===== config.mk =====
export PLATFORM = sky130hd
export DESIGN_NAME = hazard_forwarding_unit_flat
export DESIGN_NICKNAME = d
export VERILOG_FILES = /design/src/rtl/hazard_forwarding_unit_if.sv /design/src/rtl/hazard_forwarding_unit.sv /design/src/flat_wrapper.sv
export SDC_FILE = /design/constraint.sdc
export NUM_CORES = 1
export LEC_CHECK = 0
export CORE_MARGIN = 2
export CORE_UTILIZATION = 42
export DETAILED_ROUTE_END_ITERATION = 7
export GPL_TIMING_DRIVEN = 0
export PLACE_DENSITY_LB_ADDON = 0.12
export SLEW_MARGIN = 20
export SYNTH_ARGS = -nofsm -noshare
export SYNTH_HDL_FRONTEND = slang
export SYNTH_SLANG_ARGS = --single-unit

===== constraint.sdc =====
create_clock -name clk -period 7.7 [get_ports clk]
set_input_delay 1.925 -clock clk [delete_from_list [all_inputs] [get_ports clk]]
set_output_delay 1.925 -clock clk [all_outputs]
set_load 0.05 [all_outputs]

===== src/rtl/hazard_forwarding_unit_if.sv =====
// Pipeline-to-hazard-unit bundle: register ids, write enables,
// branch/annul/RAM status in; forwarding selects and pipeline controls out.
interface hazard_forwarding_unit_if;
  logic [4:0]  ID_RS1;
  logic [4:0]  ID_RS2;
  logic        ID_Use_RS1;
  logic        ID_Use_RS2;
  logic [4:0]  EX_RD;
  logic        EX_RF_Enable;
  logic        EX_Load_Instr;
  logic [4:0]  MEM_RD;
  logic        MEM_RF_Enable;
  logic [4:0]  WB_RD;
  logic        WB_RF_Enable;
  logic        EX_Branch_Taken;
  logic        EX_Annul_Delay;
  logic        MEM_RAM_Enable;
  logic        RAM_Ready;
  logic [1:0]  FWD_A;
  logic [1:0]  FWD_B;
  logic        Front_Enable;
  logic        Back_Enable;
  logic        CU_Nop_Select;
  logic        IF_ID_Clear;
  logic        Branch_Select;
  logic        Mem_Fault;
  logic [15:0] Stall_Count;

  modport master (
    output ID_RS1, ID_RS2, ID_Use_RS1, ID_Use_RS2,
    output EX_RD, EX_RF_Enable, EX_Load_Instr,
    output MEM_RD, MEM_RF_Enable, WB_RD, WB_RF_Enable,
    output EX_Branch_Taken, EX_Annul_Delay,
    output MEM_RAM_Enable, RAM_Ready,
    input  FWD_A, FWD_B, Front_Enable, Back_Enable,
    input  CU_Nop_Select, IF_ID_Clear, Branch_Select,
    input  Mem_Fault, Stall_Count
  );

  modport slave (
    input  ID_RS1, ID_RS2, ID_Use_RS1, ID_Use_RS2,
    input  EX_RD, EX_RF_Enable, EX_Load_Instr,
    input  MEM_RD, MEM_RF_Enable, WB_RD, WB_RF_Enable,
    input  EX_Branch_Taken, EX_Annul_Delay,
    input  MEM_RAM_Enable, RAM_Ready,
    output FWD_A, FWD_B, Front_Enable, Back_Enable,
    output CU_Nop_Select, IF_ID_Clear, Branch_Select,
    output Mem_Fault, Stall_Count
  );
endinterface


===== src/rtl/hazard_forwarding_unit.sv =====
// Operand forwarding, load-use bubble, branch flush and data-RAM
// wait/timeout freeze for a 5-stage pipeline.
module hazard_forwarding_unit (
  input  logic clk,
  input  logic reset,
  hazard_forwarding_unit_if.slave hif
);

  typedef enum logic [1:0] {
    RUN      = 2'd0,
    MEM_WAIT = 2'd1,
    FAULT    = 2'd2
  } state_t;

  state_t      state_q;
  state_t      state_d;
  logic [3:0]  wait_q;
  logic [3:0]  wait_d;
  logic [15:0] stall_q;
  logic        fault_q;

  logic        frozen;
  logic        load_use;
  logic [1:0]  fwd_a_raw;
  logic [1:0]  fwd_b_raw;
  logic [1:0]  fwd_a;
  logic [1:0]  fwd_b;
  logic        front_en;
  logic        back_en;
  logic        nop_sel;
  logic        ifid_clr;
  logic        br_sel;

  function automatic logic [1:0] fwd_sel(
    input logic       use_rs,
    input logic [4:0] rs,
    input logic [4:0] ex_rd,
    input logic       ex_we,
    input logic [4:0] mem_rd,
    input logic       mem_we,
    input logic [4:0] wb_rd,
    input logic       wb_we
  );
    logic live;
    logic ex_hit;
    logic mem_hit;
    logic wb_hit;
    logic [1:0] sel;
    // r0 is hardwired zero, so it is never a forwarding source
    live    = use_rs && (rs != 5'd0);
    ex_hit  = live && ex_we && (ex_rd == rs);
    mem_hit = live && mem_we && (mem_rd == rs) && !ex_hit;
    wb_hit  = live && wb_we && (wb_rd == rs) && !ex_hit && !mem_hit;
    sel = 2'b00;
    unique case (1'b1)
      ex_hit:  sel = 2'b01;
      mem_hit: sel = 2'b10;
      wb_hit:  sel = 2'b11;
      default: sel = 2'b00;
    endcase
    return sel;
  endfunction

  assign fwd_a_raw = fwd_sel(
    hif.ID_Use_RS1, hif.ID_RS1,
    hif.EX_RD, hif.EX_RF_Enable,
    hif.MEM_RD, hif.MEM_RF_Enable,
    hif.WB_RD, hif.WB_RF_Enable
  );

  assign fwd_b_raw = fwd_sel(
    hif.ID_Use_RS2, hif.ID_RS2,
    hif.EX_RD, hif.EX_RF_Enable,
    hif.MEM_RD, hif.MEM_RF_Enable,
    hif.WB_RD, hif.WB_RF_Enable
  );

  assign load_use = hif.EX_Load_Instr &&
                    ((fwd_a_raw == 2'b01) || (fwd_b_raw == 2'b01));

  always_comb begin
    state_d = state_q;
    wait_d  = wait_q;
    frozen  = 1'b0;
    unique case (state_q)
      RUN: begin
        if (hif.MEM_RAM_Enable && !hif.RAM_Ready) begin
          frozen  = 1'b1;
          state_d = MEM_WAIT;
          wait_d  = 4'd1;
        end
      end
      MEM_WAIT: begin
        if (hif.RAM_Ready) begin
          state_d = RUN;
          wait_d  = 4'd0;
        end else begin
          frozen = 1'b1;
          // wait_q counts frozen cycles already spent; 16 is the limit
          if (wait_q == 4'd15) begin
            state_d = FAULT;
          end else begin
            wait_d = wait_q + 4'd1;
          end
        end
      end
      FAULT: begin
        frozen = 1'b1;
      end
      default: begin
        state_d = RUN;
        wait_d  = 4'd0;
      end
    endcase
  end

  always_comb begin
    fwd_a    = fwd_a_raw;
    fwd_b    = fwd_b_raw;
    front_en = 1'b1;
    back_en  = 1'b1;
    nop_sel  = 1'b0;
    ifid_clr = 1'b0;
    br_sel   = 1'b0;
    // freeze wins over branch and load-use; the frozen
    // pipeline registers keep those conditions for later
    if (reset) begin
      fwd_a    = 2'b00;
      fwd_b    = 2'b00;
      front_en = 1'b0;
      back_en  = 1'b0;
    end else if (frozen) begin
      front_en = 1'b0;
      back_en  = 1'b0;
    end else if (hif.EX_Branch_Taken) begin
      br_sel   = 1'b1;
      ifid_clr = 1'b1;
      nop_sel  = hif.EX_Annul_Delay;
    end else if (load_use) begin
      front_en = 1'b0;
      nop_sel  = 1'b1;
    end else begin
      nop_sel  = hif.EX_Annul_Delay;
    end
  end

  always_ff @(posedge clk) begin
    if (reset) begin
      state_q <= RUN;
      wait_q  <= 4'd0;
      stall_q <= 16'd0;
      fault_q <= 1'b0;
    end else begin
      state_q <= state_d;
      wait_q  <= wait_d;
      if (!front_en && (stall_q != 16'hFFFF)) begin
        stall_q <= stall_q + 16'd1;
      end
      if (state_d == FAULT) begin
        fault_q <= 1'b1;
      end
    end
  end

  assign hif.FWD_A         = fwd_a;
  assign hif.FWD_B         = fwd_b;
  assign hif.Front_Enable  = front_en;
  assign hif.Back_Enable   = back_en;
  assign hif.CU_Nop_Select = nop_sel;
  assign hif.IF_ID_Clear   = ifid_clr;
  assign hif.Branch_Select = br_sel;
  assign hif.Mem_Fault     = fault_q;
  assign hif.Stall_Count   = stall_q;

endmodule


===== src/flat_wrapper.sv =====
// flat-port wrapper written by rule: the top's interface ports become plain ports
module hazard_forwarding_unit_flat 
  (clk, reset, hif_ID_RS1, hif_ID_RS2, hif_ID_Use_RS1, hif_ID_Use_RS2, hif_EX_RD, hif_EX_RF_Enable, hif_EX_Load_Instr, hif_MEM_RD, hif_MEM_RF_Enable, hif_WB_RD, hif_WB_RF_Enable, hif_EX_Branch_Taken, hif_EX_Annul_Delay, hif_MEM_RAM_Enable, hif_RAM_Ready, hif_FWD_A, hif_FWD_B, hif_Front_Enable, hif_Back_Enable, hif_CU_Nop_Select, hif_IF_ID_Clear, hif_Branch_Select, hif_Mem_Fault, hif_Stall_Count);
  hazard_forwarding_unit_if hif_i ();
  input  logic clk;
  input  logic reset;
  input wire logic [$bits(hif_i.ID_RS1)-1:0] hif_ID_RS1;
  input wire logic [$bits(hif_i.ID_RS2)-1:0] hif_ID_RS2;
  input wire logic [$bits(hif_i.ID_Use_RS1)-1:0] hif_ID_Use_RS1;
  input wire logic [$bits(hif_i.ID_Use_RS2)-1:0] hif_ID_Use_RS2;
  input wire logic [$bits(hif_i.EX_RD)-1:0] hif_EX_RD;
  input wire logic [$bits(hif_i.EX_RF_Enable)-1:0] hif_EX_RF_Enable;
  input wire logic [$bits(hif_i.EX_Load_Instr)-1:0] hif_EX_Load_Instr;
  input wire logic [$bits(hif_i.MEM_RD)-1:0] hif_MEM_RD;
  input wire logic [$bits(hif_i.MEM_RF_Enable)-1:0] hif_MEM_RF_Enable;
  input wire logic [$bits(hif_i.WB_RD)-1:0] hif_WB_RD;
  input wire logic [$bits(hif_i.WB_RF_Enable)-1:0] hif_WB_RF_Enable;
  input wire logic [$bits(hif_i.EX_Branch_Taken)-1:0] hif_EX_Branch_Taken;
  input wire logic [$bits(hif_i.EX_Annul_Delay)-1:0] hif_EX_Annul_Delay;
  input wire logic [$bits(hif_i.MEM_RAM_Enable)-1:0] hif_MEM_RAM_Enable;
  input wire logic [$bits(hif_i.RAM_Ready)-1:0] hif_RAM_Ready;
  output wire logic [$bits(hif_i.FWD_A)-1:0] hif_FWD_A;
  output wire logic [$bits(hif_i.FWD_B)-1:0] hif_FWD_B;
  output wire logic [$bits(hif_i.Front_Enable)-1:0] hif_Front_Enable;
  output wire logic [$bits(hif_i.Back_Enable)-1:0] hif_Back_Enable;
  output wire logic [$bits(hif_i.CU_Nop_Select)-1:0] hif_CU_Nop_Select;
  output wire logic [$bits(hif_i.IF_ID_Clear)-1:0] hif_IF_ID_Clear;
  output wire logic [$bits(hif_i.Branch_Select)-1:0] hif_Branch_Select;
  output wire logic [$bits(hif_i.Mem_Fault)-1:0] hif_Mem_Fault;
  output wire logic [$bits(hif_i.Stall_Count)-1:0] hif_Stall_Count;
  assign hif_i.ID_RS1 = hif_ID_RS1;
  assign hif_i.ID_RS2 = hif_ID_RS2;
  assign hif_i.ID_Use_RS1 = hif_ID_Use_RS1;
  assign hif_i.ID_Use_RS2 = hif_ID_Use_RS2;
  assign hif_i.EX_RD = hif_EX_RD;
  assign hif_i.EX_RF_Enable = hif_EX_RF_Enable;
  assign hif_i.EX_Load_Instr = hif_EX_Load_Instr;
  assign hif_i.MEM_RD = hif_MEM_RD;
  assign hif_i.MEM_RF_Enable = hif_MEM_RF_Enable;
  assign hif_i.WB_RD = hif_WB_RD;
  assign hif_i.WB_RF_Enable = hif_WB_RF_Enable;
  assign hif_i.EX_Branch_Taken = hif_EX_Branch_Taken;
  assign hif_i.EX_Annul_Delay = hif_EX_Annul_Delay;
  assign hif_i.MEM_RAM_Enable = hif_MEM_RAM_Enable;
  assign hif_i.RAM_Ready = hif_RAM_Ready;
  assign hif_FWD_A = hif_i.FWD_A;
  assign hif_FWD_B = hif_i.FWD_B;
  assign hif_Front_Enable = hif_i.Front_Enable;
  assign hif_Back_Enable = hif_i.Back_Enable;
  assign hif_CU_Nop_Select = hif_i.CU_Nop_Select;
  assign hif_IF_ID_Clear = hif_i.IF_ID_Clear;
  assign hif_Branch_Select = hif_i.Branch_Select;
  assign hif_Mem_Fault = hif_i.Mem_Fault;
  assign hif_Stall_Count = hif_i.Stall_Count;
  hazard_forwarding_unit u_core (.clk(clk), .reset(reset), .hif(hif_i));
endmodule

* Word-level counts from Yosys, hierarchy flattened *
Cells that the tools add are included.

storage, ports and cells
  input bits = 37
  output and inout bits = 26
  logic and storage cells = 84
  bits in registers = 23

operators by class
  add/subtract/negate cells = 2
  reduce and logical (&&, ||, !) cells = 34
  muxes and demuxes = 28
  eq/ne operators = 15
  bitwise operators = 1

operator list
  kind                     number
  $eq A5 B5 Y1             6
  $logic_and A1 B1 Y1      23
  $pmux W2 S3              3
  $add A16 B1 Y16 const B  1
  $ne A16 B16 Y1 const B   1
  $mux W1                  15
  $mux W4                  3
  $pmux W4 S3              1
  $mux W2                  5
  $reduce_bool A5 Y1       2
  $eq A2 B1 Y1 const B     3
  $logic_not A1 Y1         6
  $add A4 B1 Y4 const B    1
  $eq A2 B2 Y1 const B     2
  $eq A4 B4 Y1 const B     1
  $ne A3 B3 Y1 const B     1
  $pmux W1 S3              1
  $reduce_and A3 Y1        1
  $logic_not A2 Y1         1
  $ne A2 B1 Y1 const B     1
  $logic_or A1 B1 Y1       1
  $not A1 Y1               1

* Longest topological paths before layout *
Gate-level depths: netlist (run 1).

  depth in word-level cells = 18
  mapped depth = 7

* Worst setup path before layout (run 1) *
No wires, ideal clock.

  path type = input-to-output
  start point = in hif_RAM_Ready
  end point = out hif_CU_Nop_Select
  cell stages on the path = 5
  arrival time = 4.259 ns
  path slack = 1.516 ns
  path buffers = 1
  data required time = 5.775 ns
  cell sequence = nor2_1 -> o21a_1 -> nor3_1 -> clkbuf_1 -> a21boi_0

between the ends
  cells in the longest elaborated chain, start to end = 6
  elaborated cells on any way between the ends = 7
  those cells by class = mux (5); reduce/logical (2)

ends and longest elaborated chain
  what                 RTL line                       source
  from (decl)          flat_wrapper.sv:21             input wire logic [$bits(hif_i.RAM_Ready)-1:0] hif_RAM_Ready;
  $logic_not A1 Y1     hazard_forwarding_unit.sv:87   if (hif.MEM_RAM_Enable && !hif.RAM_Ready) begin
  $logic_and A1 B1 Y1  hazard_forwarding_unit.sv:87
  $mux W1              hazard_forwarding_unit.sv:87
  $pmux W1 S3 *        hazard_forwarding_unit.sv:85   unique case (state_q)
  $mux W1 *            hazard_forwarding_unit.sv:132  end else if (frozen) begin
  $mux W1 *            hazard_forwarding_unit.sv:127  if (reset) begin
  to (decl)            flat_wrapper.sv:26             output wire logic [$bits(hif_i.CU_Nop_Select)-1:0] hif_CU_Nop_Select;

Every way passes the cells marked *; elsewhere a longest branch is shown, timed or not.

* Worst setup path in the final report (run 1) *
  start point = in hif_ID_RS1[0]
  end point = out hif_Front_Enable

between the ends
  cells in the longest elaborated chain, start to end = 16
  elaborated cells on any way between the ends = 24
  those cells by class = eq/ne (4); mux (5); reduce/logical (15)

ends and longest elaborated chain
  what                              RTL line                                                    source
  from (decl)                       flat_wrapper.sv:7                                           input wire logic [$bits(hif_i.ID_RS1)-1:0] hif_ID_RS1;
  $reduce_bool A5 Y1                hazard_forwarding_unit.sv:50                                live = use_rs && (rs != 5'd0);
  $logic_and A1 B1 Y1               hazard_forwarding_unit.sv:50
  $logic_and A1 B1 Y1 (2 in a row)  hazard_forwarding_unit.sv:51                                ex_hit = live && ex_we && (ex_rd == rs);
  $logic_not A1 Y1                  hazard_forwarding_unit.sv:52, hazard_forwarding_unit.sv:53
  $logic_and A1 B1 Y1               hazard_forwarding_unit.sv:52                                mem_hit = live && mem_we && (mem_rd == rs) && !ex_hit;
  $logic_not A1 Y1                  hazard_forwarding_unit.sv:53                                wb_hit = live && wb_we && (wb_rd == rs) && !ex_hit && !mem_hit;
  $logic_and A1 B1 Y1               hazard_forwarding_unit.sv:53
  $pmux W2 S3 *                     hazard_forwarding_unit.sv:55                                unique case (1'b1)
  $eq A2 B1 Y1 *                    hazard_forwarding_unit.sv:79                                ((fwd_a_raw == 2'b01) || (fwd_b_raw == 2'b01));
  $logic_or A1 B1 Y1 *              hazard_forwarding_unit.sv:79
  $logic_and A1 B1 Y1 *             hazard_forwarding_unit.sv:78                                assign load_use = hif.EX_Load_Instr &&
  $mux W1 *                         hazard_forwarding_unit.sv:139                               end else if (load_use) begin
  $mux W1 *                         hazard_forwarding_unit.sv:135                               end else if (hif.EX_Branch_Taken) begin
  $mux W1 *                         hazard_forwarding_unit.sv:132
  $mux W1 *                         hazard_forwarding_unit.sv:127
  to (decl)                         flat_wrapper.sv:24                                          output wire logic [$bits(hif_i.Front_Enable)-1:0] hif_Front_Enable;

Marked as above.

==> results by group, run 1 <==
STA
  – Final Hold Fails: 0
  – Period utilization: 0.862
  – Slew Viols, Final: 0
  – Post-layout min period: approximately 6.6 ns
  – Fin worst setup slack: 1.06 ns
  – Peak Freq: 151 MHz
  – Worst-Margin Slew: 0.527 ns
  – Layout Skew: between 0.004 and 0.005 ns
  – # setup viols final: 0
  – RSZ-0062 raised after global routing: no
  – Sum Neg Setup Slack: 0 ns
  – Slew HR: 0.649

Power
  – Worst VDD drop: roughly 0.063 mV
  – Lkg Pwr: just over 0.9 nW
  – Pwr dens: 109 nW/µm²

Clock tree
  – Reg clk slew, reported paths: 0.08 ns
  – CTS tree: done
  – Cts bufs inserted: 3
  – Clock Root Buffer: clkbuf_8
  – Bufs on Longest Clock Path: 2
  – Hold_buf cts: 0
  – Clk_lat worst skew: approximately 0.26 ns
  – H-tree depth: 1
  – Postcts setup bufs: 0
  – Post-CTS Resized: 0
  – Total clock sinks: 23

Route
  – WL final: 4720 µm
  – WL/cell: 13.6 µm
  – Via/cell ratio: between 5 and 6
  – Routed Antenna Nets: 0
  – Initial DRT Pass Iterations: 4
  – Drt initial violations: 95
  – Vias: 1846
  – DRC: 0

Worst setup path
  – Max FO, Critical Path: 10
  – CP max stage delay: 0.79 ns
  – Most used cell, CP: clkdlybuf4s50_1
  – Crit-path cells: clkdlybuf4s50_1 -> or4_1 -> o21ai_2 -> nor3_2 -> o21ai_4 -> buf_6 -> and2_1 -> clkdlybuf4s50_1
  – CP max stage cell: clkdlybuf4s50_1
  – Reg2Reg Capture Point: u_core.hif.Stall_Count[12]
  – Crit end category: output pin
  – Worst Reg-to-Reg Cells: 7
  – Reg2Reg Setup Slack: 5.53 ns
  – Worst endpoint required time: 5.78 ns
  – Worst Path Arrival: 4.71 ns
  – WS Path Type: in2out
  – RR Startpoint: u_core.state_q[0]
  – Crit path launch type: input pin

Status
  – Status: finished clean

Layout
  – Post-layout nets: between 300 and 400
  – Layout area overhead: 38.6%
  – Final Non-Filler Cells: 346
  – Most frequent cells in the layout: clkdlybuf4s50_1 (61), xnor2_1 (26), dfxtp_1 (23)
  – Antenna cells: 0
  – Final core occ: 0.598
  – Share of layout cells above drive strength 1: 0.0952
  – Commonest non-fill, non-tap cell in the layout: clkdlybuf4s50_1

Yosys
  – #FFs+latches synth: 23
  – Seq/Total Area, Yosys: 0.247
  – Net Count, Synth: approximately 270
  – Syn avg cell area: 8.15 µm²
  – FFs w/ async S/R, synth: 0
  – Top cell type's share of synthesized area: 0.247
  – Area contributors post-synth: dfxtp_1 (25%), xnor2_1 (12%), nor2b_1 (6.0%)
  – Leading area contributor after synthesis: dfxtp_1
  – Mapped cell area: around 1900 µm²
  – Predominant post-synthesis flop cell: dfxtp_1
  – Synth warn: 0
  – Mapped Cells: 229
  – Number of synthesized flops with an enable pin: 0
  – Synth unique cells: 45

Die
  – Core footprint: around 4300 µm²
  – Die area: ~5000 µm²
  – Io pins: between 60 and 70
  – Die Y-Extent: 70.6 µm
  – Rows: 24
  – Die width: 70.6 µm
  – Initial Utilization: 0.431

Placed design
  – Final Wtd Congestion: 0.852
  – DP HPWL: roughly 3700 µm
  – PortBufs: 61
  – Placed cells: 342
  – Place WS: 1.05 ns

Global routing
  – Total GRT Usage: 0.191
  – Largest net degree at the start of global routing: 13
  – Global-route wire length before repair: 7910 µm
  – GR Overflow Total: 0
  – Initial antenna violation count: 0
  – Vias in the first global route: 1770

Job
  – Max-Cap Viols: 0

Worst hold path
  – Hold Path Cell Cnt: 2
  – WHS Endpoint: u_core.hif.Mem_Fault
  – HP Class: reg2reg
  – Hold_sp: u_core.hif.Mem_Fault
## cell type report
type | count | area, µm²
tap | 52 | 65.1
timing repair buffer | 61 | 611
clock buffer | 4 | 45.0
multi-input combinational | 192 | 1340
inverter | 4 | 15.0
fill | 418 | 1740
buffer | 10 | 50.0
sequential | 23 | 460
## worst max path at each step
stage	startpoint	end	slack, ns	cells after the start
finish	hif_ID_RS1[0]	hif_Front_Enable	1.06	8
global route	hif_ID_RS1[0]	hif_Front_Enable	0.95	8
CTS	hif_ID_RS2[0]	hif_Front_Enable	1.05	8
detailed placement	hif_ID_RS1[0]	hif_Front_Enable	1.05	8
global placement	hif_ID_RS1[0]	hif_Front_Enable	1.07	8
floorplan	hif_RAM_Ready	hif_CU_Nop_Select	1.52	5
## registers in the layout, indices dropped and copies added (netlist names)
register,count
u_core.wait_q,4
u_core.state_q,2
u_core.hif.Stall_Count,16
u_core.hif.Mem_Fault,1
## cell usage after synthesis (3+ instances only)
cell type and number:
xor2_1 4, xnor2_1 26, nand3_1 13, nor3_1 4
mux2i_1 3, o21ai_0 4, nand2_1 17, nor2b_1 18
nor2_1 22, mux2_4 3, or4_1 6, a211oi_1 6
mux2_2 9, clkbuf_1 6, dfxtp_1 23, and3_1 6
inv_1 4, nand4_1 9, a21oi_1 7
## logic make-up after synthesis
family,synth area share
xor gates and xnor gates,0.141
AOI/OAI and AO/OA,0.127
buffers and inverters,0.0349
muxes,0.0946
and+or+nand+nor,0.343
adders and majority gates,0.0134
DFF,0.247
## per-stage QoR
| stage | hold WS [ns] | power (mW) | instance area, µm² |
|---|---|---|---|
| CTS | 0.460 | 0.285 | 2590 |
| finish | 0.453 | 0.282 | 2590 |
| detailed placement | 0.446 | 0.209 | 2540 |
| global placement | 0.440 | 0.208 | 2540 |
| floorplan | 0.449 | 0.172 | 1870 |
| global route | 0.478 | 0.296 | 2590 |
## critical path: cells and delay by family
family	cells	cell delay, ns
buffers and inverters	3	1.50
AND/OR/NAND/NOR	3	0.83
AO/OA/AOI/OAI	2	0.45
## routing by layer
layer,global-route usage,wire [µm]
met1,0.257,2250
met2,0.325,2180
met3,0.0342,265
met4,0.0356,27
met5,0,0
## power by group
group | internal, mW | total (mW) | switching [mW]
Combinational | 0.0402 | 0.0821 | 0.0419
Clock | 0.0369 | 0.0764 | 0.0395
Sequential | 0.121 | 0.124 | 0.00252
Total | 0.198 | 0.282 | 0.0839
(Power assumes the default switching activity.)
==> run 2, diff against run 1 <==
Settings changed: CORE_ASPECT_RATIO set to 0.7.
==> run 2 against run 1 <==
Clock power up 2%. Sequential share of layout area is essentially flat. Critical path depth did not move. Hold slack improved by 0.014 ns. Count of clock-buffer cells in the layout decreased by 1. First-iteration DRC count up 47%. Largest power group unchanged.
==> results by group, run 2 (same netlist as run 1, synthesis figures left out) <==
Worst setup path
  – Worst Path Arrival: 4.76 ns (+0.05 ns)
  – Crit end category: output pin
  – Crit path launch type: input pin
  – WS Path Type: in2out
  – Max FO, Critical Path: 10 (unchanged)
  – Worst endpoint required time: 5.78 ns (about the same)

Clock tree
  – Post-CTS Resized: 0 (unchanged)
  – Reg clk slew, reported paths: 0.09 ns (about the same)
  – CTS tree: done
  – Hold_buf cts: 0 (unchanged)
  – Clk_lat worst skew: 0.27 ns (about the same)
  – H-tree depth: 1 (unchanged)
  – Postcts setup bufs: 0 (unchanged)
  – Bufs on Longest Clock Path: 2 (unchanged)
  – Clock Root Buffer: clkbuf_8
  – Total clock sinks: 23 (unchanged)
  – Cts bufs inserted: 3 (unchanged)

Worst hold path
  – HP Class: reg2reg

STA
  – RSZ-0062 raised after global routing: no
  – Period utilization: 0.869 (+0.00685)
  – Slew Viols, Final: 0 (unchanged)
  – Sum Neg Setup Slack: 0 ns (unchanged)
  – Post-layout min period: 6.69 ns (+0.0527 ns)
  – Layout Skew: 0.00420 ns (-0.000176 ns)
  – Peak Freq: 149 MHz (-0.79%)
  – # setup viols final: 0 (unchanged)
  – Final Hold Fails: 0 (unchanged)
  – Slew HR: 0.586 (-0.0631)
  – Worst-Margin Slew: 0.617 ns (+0.0899 ns)

Layout
  – Fillcell total: 418 (unchanged)
  – Share of layout cells above drive strength 1: 0.0986 (+0.00340)
  – Number of flip-flops in the largest register: 16 (unchanged)
  – Layout area overhead: 38.9%
  – Most frequent cells in the layout: clkdlybuf4s50_1 (61), xnor2_1 (26), dfxtp_1 (23)
  – Final Non-Filler Cells: 349 (+0.87%)
  – Antenna cells: 0 (unchanged)
  – Commonest non-fill, non-tap cell in the layout: clkdlybuf4s50_1
  – Final core occ: 0.602 (+0.00394)
  – Multi-input gate area: 1340 µm² (unchanged)
  – Design area: 2590 µm² (+0.19%)
  – Sequential Area: 460 µm² (unchanged)
  – Post-layout nets: 334 (unchanged)

Die
  – Io pins: 63 (unchanged)
  – Initial Utilization: 0.433 (+0.00201)
  – Rows: 20 (-17%)
  – Die width: 83.7 µm (+18%)
  – Die Y-Extent: 59.8 µm (-15%)
  – Die area: 5000 µm² (+0.17%)
  – Core footprint: 4300 µm² (-0.46%)

Route
  – WL final: 5010 µm (+6.1%)
  – DRC: 0 (unchanged)
  – Drt initial violations: 140 (+47%)
  – Initial DRT Pass Iterations: 4 (unchanged)
  – Via/cell ratio: 5.46 (+2.3%)
  – WL/cell: 14.3 µm (+5.2%)
  – Routed Antenna Nets: 0 (unchanged)
  – Vias: 1904 (+3.1%)

Job
  – Max-Cap Viols: 0 (unchanged)

Power
  – Worst VDD drop: 0.0660 mV (+4.0%)
  – Pwr Total: 0.286 mW (+1.3%)
  – Pwr dens: 110 nW/µm² (+1.1%)
  – Lkg Pwr: 0.908 nW (+0.30%)

Global routing
  – Largest net degree at the start of global routing: 14 (+1)
  – Global-route wire length before repair: 8160 µm (+3.1%)
  – Total GRT Usage: 0.201 (+0.0103)
  – Initial antenna violation count: 0 (unchanged)
  – GR Overflow Total: 0 (unchanged)
  – Vias in the first global route: 1740 (-1.7%)

Placed design
  – DP HPWL: 3950 µm (+5.5%)
  – Final Wtd Congestion: 0.842 (-1.2%)
  – Area after DPL: 2540 µm² (+0.15%)
  – Placed cells: 345 (+0.88%)
  – PortBufs: 61 (unchanged)

Status
  – Status: finished clean
-- run 2: critical path: stages --
cell	delay (ns)
clkdlybuf4s50_1	0.51
or4_4	0.59
o21ai_4	0.20
nor3_2	0.11
o21ai_4	0.30
buf_6	0.20
and2_1	0.13
clkdlybuf4s50_1	0.79
-- run 2: through the flow --
stage | setup slack [ns] | hold WS [ns]
finish | 1.01 | 0.467
detailed placement | 1.02 | 0.463
CTS | 1.01 | 0.475
global placement | 1.04 | 0.450
global route | 0.911 | 0.503
floorplan | 1.52 | 0.449
-- run 2: area by class of cell --
class                      instances  area share
sequential                        23       0.178
timing repair buffer              61       0.236
clock inverter                     1     0.00193
tap                               55      0.0266
multi-input combinational        192       0.517
clock buffer                       3      0.0159
inverter                           4     0.00579
buffer                            10      0.0193
-- run 2: layer usage --
| layer | share of wire | GRT usage | vias up |
|---|---|---|---|
| li1 | - | - | 950 |
| met4 | 0.0012 | 0.0230 | 0 |
| met3 | 0.066 | 0.0387 | 2 |
| met2 | 0.40 | 0.302 | 67 |
| met5 | 0 | 0 | - |
| met1 | 0.53 | 0.307 | 885 |
-- run 2: final timing paths --
| path | depth (start not counted) | startpoint | end | slack [ns] |
|---|---|---|---|---|
| max | 8 | hif_ID_RS2[0] | hif_Front_Enable | 1.01 |
| max reg2reg | 7 | u_core.state_q[0] | u_core.hif.Stall_Count[12] | 5.41 |
| min | 2 | u_core.hif.Mem_Fault | u_core.hif.Mem_Fault | 0.47 |
| min reg2reg | 2 | u_core.hif.Mem_Fault | u_core.hif.Mem_Fault | 0.47 |
-- run 2: power by group --
group	total, mW	leakage, nW	switching (mW)	internal [mW]
clock network	0.0783	0.0255	0.0421	0.0362
registers	0.124	0.186	0.00263	0.121
logic	0.0837	0.697	0.0434	0.0403
total	0.286	0.908	0.0882	0.198
